`src/rtl/spectrum_peak_finder_pkg.sv`:
```
// Shared types and default sizes for the spectrum peak finder.
// Frame geometry constants are derived from the default FFT length.
package spectrum_peak_finder_pkg;

   localparam int DEF_FFT_LEN = 1024;
   localparam int DEF_BIN_W   = 10;
   localparam int DEF_AMP_W   = 25;
   localparam int DEF_DC_SKIP = 2;
   localparam int DEF_CNT_W   = 16;

   localparam int HALF_LEN = DEF_FFT_LEN / 2;
   localparam int LAST_BIN = DEF_FFT_LEN - 1;

   typedef enum logic [1:0] {
      IDLE   = 2'd0,
      SCAN   = 2'd1,
      REPORT = 2'd2
   } state_t;

endpackage

```
`src/rtl/spectrum_peak_finder_if.sv`:
```
// Power stream in, peak result out, for the spectrum peak finder.
// Optional PEAK_THRESH_EN adds peak_thresh (in) and no_peak (out).
interface spectrum_peak_finder_if
   import spectrum_peak_finder_pkg::*;
#(
   parameter int AMP_W = DEF_AMP_W,
   parameter int BIN_W = DEF_BIN_W,
   parameter int CNT_W = DEF_CNT_W
);

   logic             source_valid;
   logic             source_sop;
   logic             source_eop;
   logic [AMP_W-1:0] amp;

   logic             peak_valid;
   logic [BIN_W-1:0] peak_bin;
   logic [AMP_W-1:0] peak_amp;
   logic [CNT_W-1:0] frame_cnt;
   logic             frame_err;

`ifdef PEAK_THRESH_EN
   logic [AMP_W-1:0] peak_thresh;
   logic             no_peak;

   modport master (
      output source_valid, source_sop, source_eop, amp, peak_thresh,
      input  peak_valid, peak_bin, peak_amp, frame_cnt, frame_err,
             no_peak
   );

   modport slave (
      input  source_valid, source_sop, source_eop, amp, peak_thresh,
      output peak_valid, peak_bin, peak_amp, frame_cnt, frame_err,
             no_peak
   );
`else
   modport master (
      output source_valid, source_sop, source_eop, amp,
      input  peak_valid, peak_bin, peak_amp, frame_cnt, frame_err
   );

   modport slave (
      input  source_valid, source_sop, source_eop, amp,
      output peak_valid, peak_bin, peak_amp, frame_cnt, frame_err
   );
`endif

endinterface

```
`src/rtl/spectrum_peak_finder_peak_track.sv`:
```
// Running maximum of bin power within one frame.
// clr restarts the search; upd offers the current bin for comparison.
module spectrum_peak_finder_peak_track
   import spectrum_peak_finder_pkg::*;
#(
   parameter int AMP_W   = DEF_AMP_W,
   parameter int BIN_W   = DEF_BIN_W,
   parameter int DC_SKIP = DEF_DC_SKIP
) (
   input  logic             clk,
   input  logic             rst_n,
   input  logic             clr,
   input  logic             upd,
   input  logic [AMP_W-1:0] amp,
   input  logic [BIN_W-1:0] bin,
   output logic [AMP_W-1:0] cur_max,
   output logic [BIN_W-1:0] cur_bin
);

   localparam logic [BIN_W-1:0] SKIP_BIN = BIN_W'(DC_SKIP);

   logic [AMP_W-1:0] base_max;
   logic [BIN_W-1:0] base_bin;

   // Compare against an empty window on clear, else the held max
   always_comb begin
      base_max = clr ? '0 : cur_max;
      base_bin = clr ? SKIP_BIN : cur_bin;
   end

   // Strict greater-than keeps the lowest bin on ties
   always_ff @(posedge clk or negedge rst_n) begin
      if (!rst_n) begin
         cur_max <= '0;
         cur_bin <= '0;
      end else if (upd && (amp > base_max)) begin
         cur_max <= amp;
         cur_bin <= bin;
      end else if (clr) begin
         cur_max <= base_max;
         cur_bin <= base_bin;
      end
   end

endmodule

```
`src/rtl/spectrum_peak_finder.sv`:
```
// Finds the strongest positive-frequency bin of each FFT power frame.
// Optional PEAK_THRESH_EN gates reports on peak_amp >= peak_thresh.
module spectrum_peak_finder
   import spectrum_peak_finder_pkg::*;
#(
   parameter int FFT_LEN = DEF_FFT_LEN,
   parameter int BIN_W   = DEF_BIN_W,
   parameter int AMP_W   = DEF_AMP_W,
   parameter int DC_SKIP = DEF_DC_SKIP,
   parameter int CNT_W   = DEF_CNT_W
) (
   input logic                  sys_clk,
   input logic                  sys_rst_n,
   spectrum_peak_finder_if.slave bus
);

   localparam logic [BIN_W-1:0] LAST = BIN_W'(FFT_LEN - 1);
   localparam logic [BIN_W-1:0] HALF = BIN_W'(FFT_LEN / 2);
   localparam logic [BIN_W-1:0] SKIP = BIN_W'(DC_SKIP);

   state_t           state;
   state_t           next_state;
   logic [BIN_W-1:0] bin_idx;
   logic [BIN_W-1:0] next_bin;
   logic [BIN_W-1:0] beat_bin;
   logic             beat;
   logic             in_win;
   logic             start;
   logic             step;
   logic             good;
   logic             bad;

   logic [AMP_W-1:0] cur_max;
   logic [BIN_W-1:0] cur_bin;

   logic             peak_valid;
   logic [BIN_W-1:0] peak_bin;
   logic [AMP_W-1:0] peak_amp;
   logic [CNT_W-1:0] frame_cnt;
   logic             frame_err;

   assign beat     = bus.source_valid;
   assign next_bin = bin_idx + 1'b1;
   assign beat_bin = start ? '0 : next_bin;
   assign in_win   = (beat_bin >= SKIP) && (beat_bin < HALF);

   // State register
   always_ff @(posedge sys_clk or negedge sys_rst_n) begin
      if (!sys_rst_n) state <= IDLE;
      else            state <= next_state;
   end

   // Next state from the current beat
   always_comb begin
      next_state = state;
      unique case (state)
         IDLE:   if (start) next_state = SCAN;
         SCAN: begin
            if (beat) begin
               if (bus.source_sop)         next_state = SCAN;
               else if (bus.source_eop)    next_state = REPORT;
               else if (next_bin == LAST)  next_state = IDLE;
            end
         end
         REPORT: next_state = start ? SCAN : IDLE;
         default: next_state = IDLE;
      endcase
   end

   // Beat classification: frame start, advance, good end, error
   always_comb begin
      start = 1'b0;
      step  = 1'b0;
      good  = 1'b0;
      bad   = 1'b0;
      unique case (state)
         SCAN: begin
            if (beat) begin
               if (bus.source_sop) begin
                  start = 1'b1;
                  bad   = 1'b1;
               end else if (bus.source_eop) begin
                  step = 1'b1;
                  good = (next_bin == LAST);
                  bad  = (next_bin != LAST);
               end else if (next_bin == LAST) begin
                  bad = 1'b1;
               end else begin
                  step = 1'b1;
               end
            end
         end
         default: begin
            if (beat && bus.source_sop) begin
               start = !bus.source_eop;
               bad   = bus.source_eop;
            end
         end
      endcase
   end

   // Bin index of the last accepted beat
   always_ff @(posedge sys_clk or negedge sys_rst_n) begin
      if (!sys_rst_n)  bin_idx <= '0;
      else if (start)  bin_idx <= '0;
      else if (step)   bin_idx <= next_bin;
   end

   spectrum_peak_finder_peak_track #(
      .AMP_W   (AMP_W),
      .BIN_W   (BIN_W),
      .DC_SKIP (DC_SKIP)
   ) u_peak_track (
      .clk     (sys_clk),
      .rst_n   (sys_rst_n),
      .clr     (start),
      .upd     ((start || step) && in_win),
      .amp     (bus.amp),
      .bin     (beat_bin),
      .cur_max (cur_max),
      .cur_bin (cur_bin)
   );

`ifdef PEAK_THRESH_EN
   logic no_peak;

   // Result registers; weak peaks raise no_peak instead of reporting
   always_ff @(posedge sys_clk or negedge sys_rst_n) begin
      if (!sys_rst_n) begin
         peak_valid <= 1'b0;
         peak_bin   <= '0;
         peak_amp   <= '0;
         frame_cnt  <= '0;
         frame_err  <= 1'b0;
         no_peak    <= 1'b0;
      end else begin
         peak_valid <= 1'b0;
         no_peak    <= 1'b0;
         frame_err  <= bad;
         if (good) begin
            frame_cnt <= frame_cnt + 1'b1;
            if (cur_max >= bus.peak_thresh) begin
               peak_valid <= 1'b1;
               peak_bin   <= cur_bin;
               peak_amp   <= cur_max;
            end else begin
               no_peak <= 1'b1;
            end
         end
      end
   end

   assign bus.no_peak = no_peak;
`else
   // Result registers, updated on every good frame end
   always_ff @(posedge sys_clk or negedge sys_rst_n) begin
      if (!sys_rst_n) begin
         peak_valid <= 1'b0;
         peak_bin   <= '0;
         peak_amp   <= '0;
         frame_cnt  <= '0;
         frame_err  <= 1'b0;
      end else begin
         peak_valid <= 1'b0;
         frame_err  <= bad;
         if (good) begin
            frame_cnt  <= frame_cnt + 1'b1;
            peak_valid <= 1'b1;
            peak_bin   <= cur_bin;
            peak_amp   <= cur_max;
         end
      end
   end
`endif

   assign bus.peak_valid = peak_valid;
   assign bus.peak_bin   = peak_bin;
   assign bus.peak_amp   = peak_amp;
   assign bus.frame_cnt  = frame_cnt;
   assign bus.frame_err  = frame_err;

endmodule

```
`src/flat_wrapper.sv`:
```
// flat-port wrapper written by rule: the top's interface ports become plain ports
module spectrum_peak_finder_flat import spectrum_peak_finder_pkg::*;
#(
   parameter int FFT_LEN = DEF_FFT_LEN,
   parameter int BIN_W   = DEF_BIN_W,
   parameter int AMP_W   = DEF_AMP_W,
   parameter int DC_SKIP = DEF_DC_SKIP,
   parameter int CNT_W   = DEF_CNT_W
)
  (sys_clk, sys_rst_n, bus_source_valid, bus_source_sop, bus_source_eop, bus_amp, bus_peak_valid, bus_peak_bin, bus_peak_amp, bus_frame_cnt, bus_frame_err);
  spectrum_peak_finder_if #(.AMP_W(AMP_W), .BIN_W(BIN_W), .CNT_W(CNT_W)) bus_i ();
  input logic sys_clk;
  input logic sys_rst_n;
  input wire logic [$bits(bus_i.source_valid)-1:0] bus_source_valid;
  input wire logic [$bits(bus_i.source_sop)-1:0] bus_source_sop;
  input wire logic [$bits(bus_i.source_eop)-1:0] bus_source_eop;
  input wire logic [$bits(bus_i.amp)-1:0] bus_amp;
  output wire logic [$bits(bus_i.peak_valid)-1:0] bus_peak_valid;
  output wire logic [$bits(bus_i.peak_bin)-1:0] bus_peak_bin;
  output wire logic [$bits(bus_i.peak_amp)-1:0] bus_peak_amp;
  output wire logic [$bits(bus_i.frame_cnt)-1:0] bus_frame_cnt;
  output wire logic [$bits(bus_i.frame_err)-1:0] bus_frame_err;
  assign bus_i.source_valid = bus_source_valid;
  assign bus_i.source_sop = bus_source_sop;
  assign bus_i.source_eop = bus_source_eop;
  assign bus_i.amp = bus_amp;
  assign bus_peak_valid = bus_i.peak_valid;
  assign bus_peak_bin = bus_i.peak_bin;
  assign bus_peak_amp = bus_i.peak_amp;
  assign bus_frame_cnt = bus_i.frame_cnt;
  assign bus_frame_err = bus_i.frame_err;
  spectrum_peak_finder #(.FFT_LEN(FFT_LEN), .BIN_W(BIN_W), .AMP_W(AMP_W), .DC_SKIP(DC_SKIP), .CNT_W(CNT_W)) u_core (.sys_clk(sys_clk), .sys_rst_n(sys_rst_n), .bus(bus_i));
endmodule
```
`config.mk`:
```
export PLATFORM = sky130hd
export DESIGN_NAME = spectrum_peak_finder_flat
export DESIGN_NICKNAME = d
export VERILOG_FILES = /design/src/rtl/spectrum_peak_finder_pkg.sv /design/src/rtl/spectrum_peak_finder_if.sv /design/src/rtl/spectrum_peak_finder_peak_track.sv /design/src/rtl/spectrum_peak_finder.sv /design/src/flat_wrapper.sv
export SDC_FILE = /design/constraint.sdc
export NUM_CORES = 1
export LEC_CHECK = 0
export CAP_MARGIN = 15
export CORE_ASPECT_RATIO = 2
export CORE_MARGIN = 3
export CORE_UTILIZATION = 35
export DETAILED_ROUTE_END_ITERATION = 10
export PLACE_DENSITY = 0.6
export RECOVER_POWER = 25
export SYNTH_ARGS = -nofsm -noshare
export SYNTH_HDL_FRONTEND = slang
export SYNTH_SLANG_ARGS = --single-unit
```
`constraint.sdc`:
```
create_clock -name sys_clk -period 3 [get_ports sys_clk]
set_input_delay 0.3 -clock sys_clk [delete_from_list [all_inputs] [get_ports sys_clk]]
set_output_delay 0.3 -clock sys_clk [all_outputs]
set_load 0.01 [all_outputs]
```
==> qor.csv <==
metric,value,unit
status,completed,
clockBufferDepth,2,
io_pins,83,
syn_area_per_cell,9.489,um2
grt_pass1_vias,4303,
die_area,16100,um2
dieWidth,91.24,um
post_drt_wl_per_cell,15.75,um
dieHeight,176.5,um
vias_per_cell,4.852,
setup_violations,0,
first_iter_violations,138,
synth_edf_count,0,
drive_above_1_share,0.1735,
cts_buffers,9,
holdWs,0.2653,ns
hold_viol,0,
grt_max_degree,56,
worst_slew_pin_slew,1.382,ns
finalWorstSetupSlack,0.1020,ns
antennaDiodeCount,0,
ys_seq_elements,100,
cp.arrival,3.16,ns
ctsHtreeMaxLevel,3,
worstSetupStartpointType,flip-flop,
synthFlopType,dfrtp_1,
crit_path_max_fanout,13,
synth.net_count,596,
final_cells,852,
netlist-cell-type-count,46,
place_hpwl,9311,um
cts_tree,built,
drc_errors,0,
clk_pin_slew_worst_paths,0.07,ns
yosysSeqAreaShare,0.4920,
synthCells,536,
power_density,502.0,nW/um2
start_util,0.3622,
dpl.cell_count,824,
grtUsageTotal,0.1619,
ir_worst_vdd,0.2968,mV
synthToLayoutAreaGrowth,38.23,%
ant_nets,0,
fin_nets,718,
fin_skew,0.01271,ns
synth.most_common_cell,nand2_1,
cts-root-buf,clkbuf_16,
num_vias,4134,
n_fill_cell,1332,
core-area,14040,um2
min_path_type,primary input to asynchronous set/reset pin,
drv_cap,0,
crit_type,flip-flop to flip-flop,
worst_ep_required_time,3.26,ns
r2r_setup_slack,0.10,ns
relSlewSlack,0.07877,
cp-end-kind,flip-flop,
drt-total-wl,13420,um
synth_area_leaders,"dfrtp_1, nand2_1, ha_1",
grt_first_pass_wirelength,20720,um
clock_latency,0.35,ns
antenna_found_initial,0,
cts_num_sinks,100,
post-route-min-period,2.898,ns
slew_viol_final,0,
p_leak,0.003529,uW
fmax,0.3451,GHz
synth_common_cells,"nand2_1, dfrtp_1, mux2i_1",
synth-warning-count,0,
pre_cts_ws,-0.2602,ns
ys_async_sr_fraction,1.000,
timing.setup.tns,0,ns
port_buffers,82,
period_share,0.9660,
place.gp.congestion,0.8240,
synth.largest_area_cell,dfrtp_1,
syn_area,5086,um2
drt_first_pass_iters,4,
synth_top_area_frac,0.4920,
rows,61,
gr-total-overflow,0,
[timing repair]
action | 4_1_cts | 5_1_grt
gates resized for setup | 14 | 40
gates cloned | 3 | 2
setup endpoints to repair | 28 | 53
hold buffers | 0 | 0
setup buffers | 7 | 0
endpoints found under the hold margin | 0 | 0
pin swaps | 4 | 15
[through the flow]
step	utilization	instance area (um2)	power [uW]
floorplan	-	5101	1967
finish	0.5006	7030	3529
CTS	0.4821	6770	3448
global placement	0.4530	6362	2230
global route	0.5006	7030	3700
detailed placement	0.4530	6362	2260
[per-layer routing]
layer	vias up	global-route usage	wire length (um)
li1	2001	-	-
met1	2014	0.1644	4969
met2	85	0.3110	7601
met3	34	0.02004	357
met4	0	0.09257	490
met5	-	0	0
[power by group]
part	total, uW	switching [uW]	internal (uW)
clock	1160	573	586
sequential	1560	91.7	1470
combinational	807	418	388
total	3530	1080	2450
[worst max-delay path, stage by stage, from the launching register on]
cell and delay (ns):
dfrtp_1 0.42, nand2b_4 0.10, nand2_4 0.05, nand3_4 0.14, clkbuf_16 0.19, nand2_1 0.08, ha_1 0.33, nand4_1 0.15
nor4_2 0.33, nand2_1 0.09, and4b_1 0.20, o211ai_1 0.15, buf_4 0.21, buf_6 0.14, mux2i_1 0.22
[worst paths after layout]
kind	from	to	depth (start not counted)
worst max-delay path	u_core.state[0]	u_core.u_peak_track.cur_max[17]	14
worst min-delay path	sys_rst_n	u_core.bus.peak_amp[7]	1
worst max register to register	u_core.state[0]	u_core.u_peak_track.cur_max[17]	14
worst min register to register	u_core.u_peak_track.cur_max[17]	u_core.bus.peak_amp[17]	2
max in group asynchronous	sys_rst_n	u_core.bin_idx[7]	2
min in group sys_clk	u_core.u_peak_track.cur_max[17]	u_core.bus.peak_amp[17]	2
[state kept, by name (all words and copies together) (netlist names)]
name and count:
u_core.u_peak_track.cur_max 25, u_core.bus.peak_valid 1, u_core.bus.peak_amp 25, u_core.u_peak_track.cur_bin 10, u_core.bin_idx 10, u_core.bus.frame_err 1
u_core.state 2, u_core.bus.frame_cnt 16, u_core.bus.peak_bin 10
[layout by cell type, fill, tap and decap left out, types with 2 or more instances in the layout]
cell type / instances
a211oi_2: 2
a21o_1: 4
a21oi_1: 9
and2_1: 6
and3_1: 3
and4bb_2: 2
buf_4: 46
buf_6: 3
clkbuf_16: 11
clkbuf_2: 2
clkdlybuf4s50_1: 81
clkinv_4: 3
dfrtp_1: 100
ha_1: 20
ha_2: 2
ha_4: 8
inv_1: 30
inv_8: 3
mux2i_1: 33
nand2_1: 158
nand2_2: 4
nand2_4: 4
nand2b_1: 5
nand3_1: 7
nand4_1: 11
nor2_1: 25
nor3_1: 4
nor3_2: 3
o211ai_1: 2
o21ai_0: 5
o22ai_1: 2
xnor2_1: 21
xor2_1: 10
[cell families (layout without fill, tap and decap cells)]
logic type	count (synthesis)	count (layout)	synth area share
adder cells (fa/ha/maj)	30	30	0.07380
AO/OA/AOI/OAI	36	36	0.04600
AND/OR/NAND/NOR	248	248	0.2150
buffers and inverters	56	183	0.04969
XOR/XNOR	31	31	0.05338
flip-flops	100	100	0.4920
multiplexers	35	35	0.07011
[area by class of cell]
cell class              instances  area (um2)  share of cell area
clock buffers                   9       225.2             0.03203
clock inverters                 7       67.56            0.009610
inverters                      30       112.6             0.01602
multi-input cells             380        2596              0.3693
flip-flops and latches        100        2502              0.3559
well taps                     189       236.5             0.03364
repair buffers                137        1290              0.1835
Note: power is estimated with default switching activity, not from simulation.
